## src/rtl/macarray_tile_sched.sv

```systemverilog
// Job-level tile scheduler for the 4x4 MAC array: splits an (M x T)*(T x N) job
// into TILE-sized tiles, issues START+MNT per tile and tracks accumulation slices.
module macarray_tile_sched #(
  parameter int DIM_W = 8,
  parameter int TILE  = 4,
  parameter int IDX_W = 6
) (
  input  logic               clk_i,
  input  logic               rstn_i,
  input  logic               job_valid_i,
  output logic               job_ready_o,
  input  logic [DIM_W-1:0]   job_m_i,
  input  logic [DIM_W-1:0]   job_n_i,
  input  logic [DIM_W-1:0]   job_t_i,
  output logic               tile_start_o,
  output logic [11:0]        tile_mnt_o,
  input  logic               tile_done_i,
  output logic [IDX_W-1:0]   m_idx_o,
  output logic [IDX_W-1:0]   n_idx_o,
  output logic [IDX_W-1:0]   t_idx_o,
  output logic               acc_first_o,
  output logic               acc_last_o,
  output logic               busy_o,
  output logic               job_done_o,
  output logic               err_o
);

  localparam int XW = DIM_W + IDX_W + 4;

  typedef enum logic [1:0] {
    S_IDLE  = 2'd0,
    S_ISSUE = 2'd1,
    S_WAIT  = 2'd2,
    S_DONE  = 2'd3
  } state_t;

  // Tile edge along one axis: min(TILE, dim - TILE*idx), computed wide before the min.
  function automatic logic [3:0] tile_sz(input logic [DIM_W-1:0] dim,
                                         input logic [IDX_W-1:0] idx);
    logic [XW-1:0] rem;
    rem = XW'(dim) - XW'(idx) * XW'(TILE);
    if (rem > XW'(TILE)) tile_sz = 4'(TILE);
    else                 tile_sz = rem[3:0];
  endfunction

  function automatic logic [IDX_W-1:0] last_idx(input logic [DIM_W-1:0] dim);
    logic [XW-1:0] cnt;
    cnt = (XW'(dim) + XW'(TILE - 1)) / XW'(TILE);
    last_idx = IDX_W'(cnt - XW'(1));
  endfunction

  state_t             state_q;
  logic [DIM_W-1:0]   dim_m_q, dim_n_q, dim_t_q;
  logic [IDX_W-1:0]   m_last_q, n_last_q, t_last_q;
  logic [IDX_W-1:0]   m_idx_q, n_idx_q, t_idx_q;
  logic [11:0]        mnt_q;
  logic               start_q, ready_q, busy_q, done_q, err_q, first_q, last_q;

  logic               t_wrap, n_wrap, last_tile, any_zero;
  logic [IDX_W-1:0]   m_nx, n_nx, t_nx;

  assign t_wrap    = (t_idx_q == t_last_q);
  assign n_wrap    = (n_idx_q == n_last_q);
  assign last_tile = t_wrap && n_wrap && (m_idx_q == m_last_q);
  assign t_nx      = t_wrap ? '0 : t_idx_q + IDX_W'(1);
  assign n_nx      = t_wrap ? (n_wrap ? '0 : n_idx_q + IDX_W'(1)) : n_idx_q;
  assign m_nx      = (t_wrap && n_wrap) ? m_idx_q + IDX_W'(1) : m_idx_q;
  assign any_zero  = (job_m_i == '0) || (job_n_i == '0) || (job_t_i == '0);

  always_ff @(posedge clk_i or negedge rstn_i) begin
    if (!rstn_i) begin
      state_q  <= S_IDLE;
      dim_m_q  <= '0;
      dim_n_q  <= '0;
      dim_t_q  <= '0;
      m_last_q <= '0;
      n_last_q <= '0;
      t_last_q <= '0;
      m_idx_q  <= '0;
      n_idx_q  <= '0;
      t_idx_q  <= '0;
      mnt_q    <= '0;
      start_q  <= 1'b0;
      ready_q  <= 1'b1;
      busy_q   <= 1'b0;
      done_q   <= 1'b0;
      err_q    <= 1'b0;
      first_q  <= 1'b0;
      last_q   <= 1'b0;
    end else begin
      start_q <= 1'b0;
      done_q  <= 1'b0;
      // A tile-done outside WAIT never advances the schedule, it only flags.
      if (tile_done_i && (state_q != S_WAIT)) err_q <= 1'b1;

      case (state_q)
        S_IDLE: begin
          if (job_valid_i) begin
            dim_m_q  <= job_m_i;
            dim_n_q  <= job_n_i;
            dim_t_q  <= job_t_i;
            m_last_q <= last_idx(job_m_i);
            n_last_q <= last_idx(job_n_i);
            t_last_q <= last_idx(job_t_i);
            m_idx_q  <= '0;
            n_idx_q  <= '0;
            t_idx_q  <= '0;
            ready_q  <= 1'b0;
            if (any_zero) begin
              state_q <= S_DONE;
              done_q  <= 1'b1;
            end else begin
              state_q <= S_ISSUE;
              start_q <= 1'b1;
              busy_q  <= 1'b1;
              mnt_q   <= {tile_sz(job_m_i, '0), tile_sz(job_n_i, '0), tile_sz(job_t_i, '0)};
              first_q <= 1'b1;
              last_q  <= (last_idx(job_t_i) == '0);
            end
          end
        end
        S_ISSUE: state_q <= S_WAIT;
        S_WAIT: begin
          if (tile_done_i) begin
            if (last_tile) begin
              state_q <= S_DONE;
              done_q  <= 1'b1;
              busy_q  <= 1'b0;
            end else begin
              state_q <= S_ISSUE;
              start_q <= 1'b1;
              m_idx_q <= m_nx;
              n_idx_q <= n_nx;
              t_idx_q <= t_nx;
              mnt_q   <= {tile_sz(dim_m_q, m_nx), tile_sz(dim_n_q, n_nx), tile_sz(dim_t_q, t_nx)};
              first_q <= (t_nx == '0);
              last_q  <= (t_nx == t_last_q);
            end
          end
        end
        S_DONE: begin
          state_q <= S_IDLE;
          ready_q <= 1'b1;
        end
        default: state_q <= S_IDLE;
      endcase
    end
  end

  assign job_ready_o  = ready_q;
  assign tile_start_o = start_q;
  assign tile_mnt_o   = mnt_q;
  assign m_idx_o      = m_idx_q;
  assign n_idx_o      = n_idx_q;
  assign t_idx_o      = t_idx_q;
  assign acc_first_o  = first_q;
  assign acc_last_o   = last_q;
  assign busy_o       = busy_q;
  assign job_done_o   = done_q;
  assign err_o        = err_q;

endmodule

```

## config.mk

```make
export PLATFORM = sky130hd
export DESIGN_NAME = macarray_tile_sched
export DESIGN_NICKNAME = d
export VERILOG_FILES = /design/src/rtl/macarray_tile_sched.sv
export SDC_FILE = /design/constraint.sdc
export NUM_CORES = 1
export LEC_CHECK = 0
export BUFFER_PORTS_ARGS = -buffer_cell sky130_fd_sc_hd__clkbuf_2
export CORE_ASPECT_RATIO = 0.8
export CORE_MARGIN = 2
export CORE_UTILIZATION = 50
export CTS_CLUSTER_SIZE = 8
export DETAILED_ROUTE_END_ITERATION = 8
export PLACE_DENSITY_LB_ADDON = 0.05
export RECOVER_POWER = 50
export SLEW_MARGIN = 20
export SYNTH_ARGS = -nofsm -noshare
export SYNTH_HDL_FRONTEND = slang
export SYNTH_SLANG_ARGS = --single-unit
```

## constraint.sdc

```tcl
create_clock -name clk_i -period 10.69 [get_ports clk_i]
set_input_delay 1.069 -clock clk_i [delete_from_list [all_inputs] [get_ports clk_i]]
set_output_delay 1.069 -clock clk_i [all_outputs]
set_load 0.01 [all_outputs]
```

==> flow_metrics.env <==
export IMPL_synth_area_sq_mm=0.00503
export IMPL_crit_family="buffers and inverters"
export IMPL_clk_latency_ps=340
export IMPL_post_dp_cell_area_sq_mm=0.00546
export IMPL_tns_ps=0
export IMPL_path_buf_inv=2
export IMPL_synth_flop_cell="dfrtp_1"
export IMPL_cp_cell_sequence="clkbuf_1, clkbuf_1"
export IMPL_drt_iter0_drc=215
export IMPL_detail_route_wirelength_mm=12.5
export IMPL_yosys_top_cells_count="nand2_1 (113), dfrtp_1 (80), o21ai_0 (44)"
export IMPL_violations="capacitance limit, slew limit"
export IMPL_synthCells=551
export IMPL_htreeDepth=3
export IMPL_fp_dieW_um=116
export IMPL_antenna_cells=0
export IMPL_dpl_hpwl_mm=9.38
export IMPL_ctsResizeCount=0
export IMPL_fin_util_pct=59.3
export IMPL_core_area_sq_mm=0.00973
export IMPL_drcViolationCount=0
export IMPL_grt_max_degree=49
export IMPL_grt_usage_pct=24.6
export IMPL_post_synth_top_count_cell="nand2_1"
export IMPL_start_util_pct=51.7
export IMPL_area_growth_pct=14.8
export IMPL_startpoint_type="primary input"
export IMPL_cpMostUsedCell="clkbuf_1"
export IMPL_tightestPinTransition_ps=2320
export IMPL_drt_pass1_iter_count=4
export IMPL_ys_warn_count=0
export IMPL_maxSlewViolCount=84
export IMPL_grt_pass1_wl_mm=20.4
export IMPL_dieArea_sq_mm=0.0109
export IMPL_ys_seq_area_share_pct=40.4
export IMPL_finalNetCount=666
export IMPL_post_route_min_period_ps=4320
export IMPL_path_class="in2async"
export IMPL_maxCapViolCount=2
export IMPL_numCtsBuffers=9
export IMPL_power_leakage_nw=2.67
export IMPL_crit_required_ps=10660
export IMPL_min_path_type="reg2reg"
export IMPL_cpPeakStageDelay_ps=1740
export IMPL_yosys_area_top_type="dfrtp_1"
export IMPL_nFillCells=884
export IMPL_synth_edf_count=0
export IMPL_endpoint_kind="async pin"
export IMPL_via_per_inst=5.55
export IMPL_hold_violations=0
export IMPL_path_clk_slew_ps=60
export IMPL_slew_headroom_pct=-54.4
export IMPL_syn_avg_cell_area_sq_um=9.12
export IMPL_gp_congestion=0.872
export IMPL_grt_ovfl_total=0
export IMPL_critPathSlowestCell="clkbuf_1"
export IMPL_synthesis_nets=607
export IMPL_ir_drop_v=0.000189
export IMPL_cts_tree="yes"
export IMPL_ys_ff_latch=81
export IMPL_vias=4165
export IMPL_yosysUniqueCellTypes=64
export IMPL_ioPinCount=65
export IMPL_hold_buffers=0
export IMPL_cts_root_buf="clkbuf_16"
export IMPL_die_h_um=93.7
export IMPL_cts_sinks=81
export IMPL_post_drt_wl_per_cell_um=16.7
export IMPL_crit_fanout=44
export IMPL_drive_gt1_share_pct=14.2
export IMPL_fin_skew_ps=3.83
export IMPL_detail_route_antenna_nets=0
export IMPL_rsz0062_at_grt="false"
export IMPL_rows=32
export IMPL_setup_viol=0
export IMPL_port_buffers=64
export IMPL_design_area_sq_mm=0.00577
export IMPL_period_share_pct=40.4
export IMPL_whs_ps=453
export IMPL_clk_path_buf_depth=2
export IMPL_fmax_mhz=231
export IMPL_antenna_found_initial=0
export IMPL_cp_arrival_ps=4290
export IMPL_cts_setup_buffers=0
export IMPL_power_density_mw_per_mm2=250
export IMPL_synth_top_cells_by_area="dfrtp_1 (40%), nand2_1 (8.4%), ha_1 (6.2%)"
export IMPL_status="finished, violations left"
export IMPL_synth_top_area_share_pct=39.8
export IMPL_grt_pass1_vias=3901
export IMPL_async_flop_share_pct=100
-- where the power goes --
group | leakage (nW) | switching, mW | internal [mW]
logic | 1.48 | 0.359 | 0.244
clock network | 0.161 | 0.124 | 0.226
registers | 1.02 | 0.0852 | 0.405
total | 2.67 | 0.568 | 0.875
-- kinds of logic after synthesis --
group	after synthesis	share of synthesized area (%)
adders and majority gates	28	7.42
buffers and inverters	42	3.41
DFF	81	40.4
muxes	13	3.36
xor gates and xnor gates	50	8.71
and+or+nand+nor	218	21.0
AOI/OAI and AO/OA	119	15.7
-- final timing paths --
check,to,from,depth (start not counted),slack [ps]
worst max-delay path,dim_m_q[0]$_DFFE_PN0P_,rstn_i,2,6370
worst min-delay path,err_o$_DFFE_PN0P_,err_o$_DFFE_PN0P_,1,450
worst max register to register,tile_mnt_o[10]$_DFFE_PN0P_,n_idx_o[1]$_DFFE_PN0P_,12,6750
worst min register to register,err_o$_DFFE_PN0P_,err_o$_DFFE_PN0P_,1,450
max in group clk_i,tile_mnt_o[10]$_DFFE_PN0P_,n_idx_o[1]$_DFFE_PN0P_,12,6750
min in group asynchronous,t_idx_o[2]$_DFFE_PN0P_,rstn_i,1,1320
-- metal layers --
metal  wire (um)  vias up  GRT usage, %
met3         691       10          6.13
met5           0        -             0
met1        6640     2008          38.8
met2        5070      110          33.9
met4         114        0          5.06
li1            -     2037             -
-- stage by stage --
step	instances	setup slack [ps]	power (mW)
after floorplan	551	7170	0.919
after global placement	735	6860	1.07
after detailed placement	735	6750	1.09
after CTS	750	6730	1.45
after global routing	750	5470	1.56
final	750	6370	1.44
-- state kept, by name, indices dropped and copies added, names as in the netlist --
signal,flops
acc_first_o,1
acc_last_o,1
busy_o,1
dim_m_q,8
dim_n_q,8
dim_t_q,8
err_o,1
job_done_o,1
job_ready_o,1
m_idx_o,6
m_last_q,6
n_idx_o,6
n_last_q,6
state_q,2
t_idx_o,6
t_last_q,6
tile_mnt_o,12
tile_start_o,1
-- cell usage in the layout (no fill, tap or decap), types with 3 or more instances in the layout --
cell type	instances
a21oi_1	14
a22o_1	7
a31oi_1	9
and2_1	9
and3_1	3
and4_1	5
bufinv_16	3
clkbuf_1	17
clkbuf_16	9
clkbuf_2	48
dfrtp_1	80
fa_1	3
ha_1	25
inv_1	22
mux2_2	3
mux2_4	7
mux2i_1	3
nand2_1	113
nand2b_1	6
nand3_1	7
nand4_1	5
nor2_1	26
nor2b_1	7
nor3_1	11
o211ai_1	9
o21a_1	3
o21ai_0	44
o22ai_1	3
o31ai_1	4
or2_2	4
or3_1	8
xnor2_1	22
xor2_1	28
-- final cells by class --
| type | instances | area (sq um) | area share, % |
|---|---|---|---|
| multi-input cells | 428 | 2840 | 49.1 |
| flip-flops and latches | 81 | 2030 | 35.1 |
| repair buffers | 67 | 319 | 5.53 |
| clock buffers | 9 | 225 | 3.90 |
| well taps | 136 | 170 | 2.95 |
| clock inverters | 6 | 108 | 1.86 |
| inverters | 23 | 86.3 | 1.50 |
No activity file was read; power rests on OpenSTA's default activity.
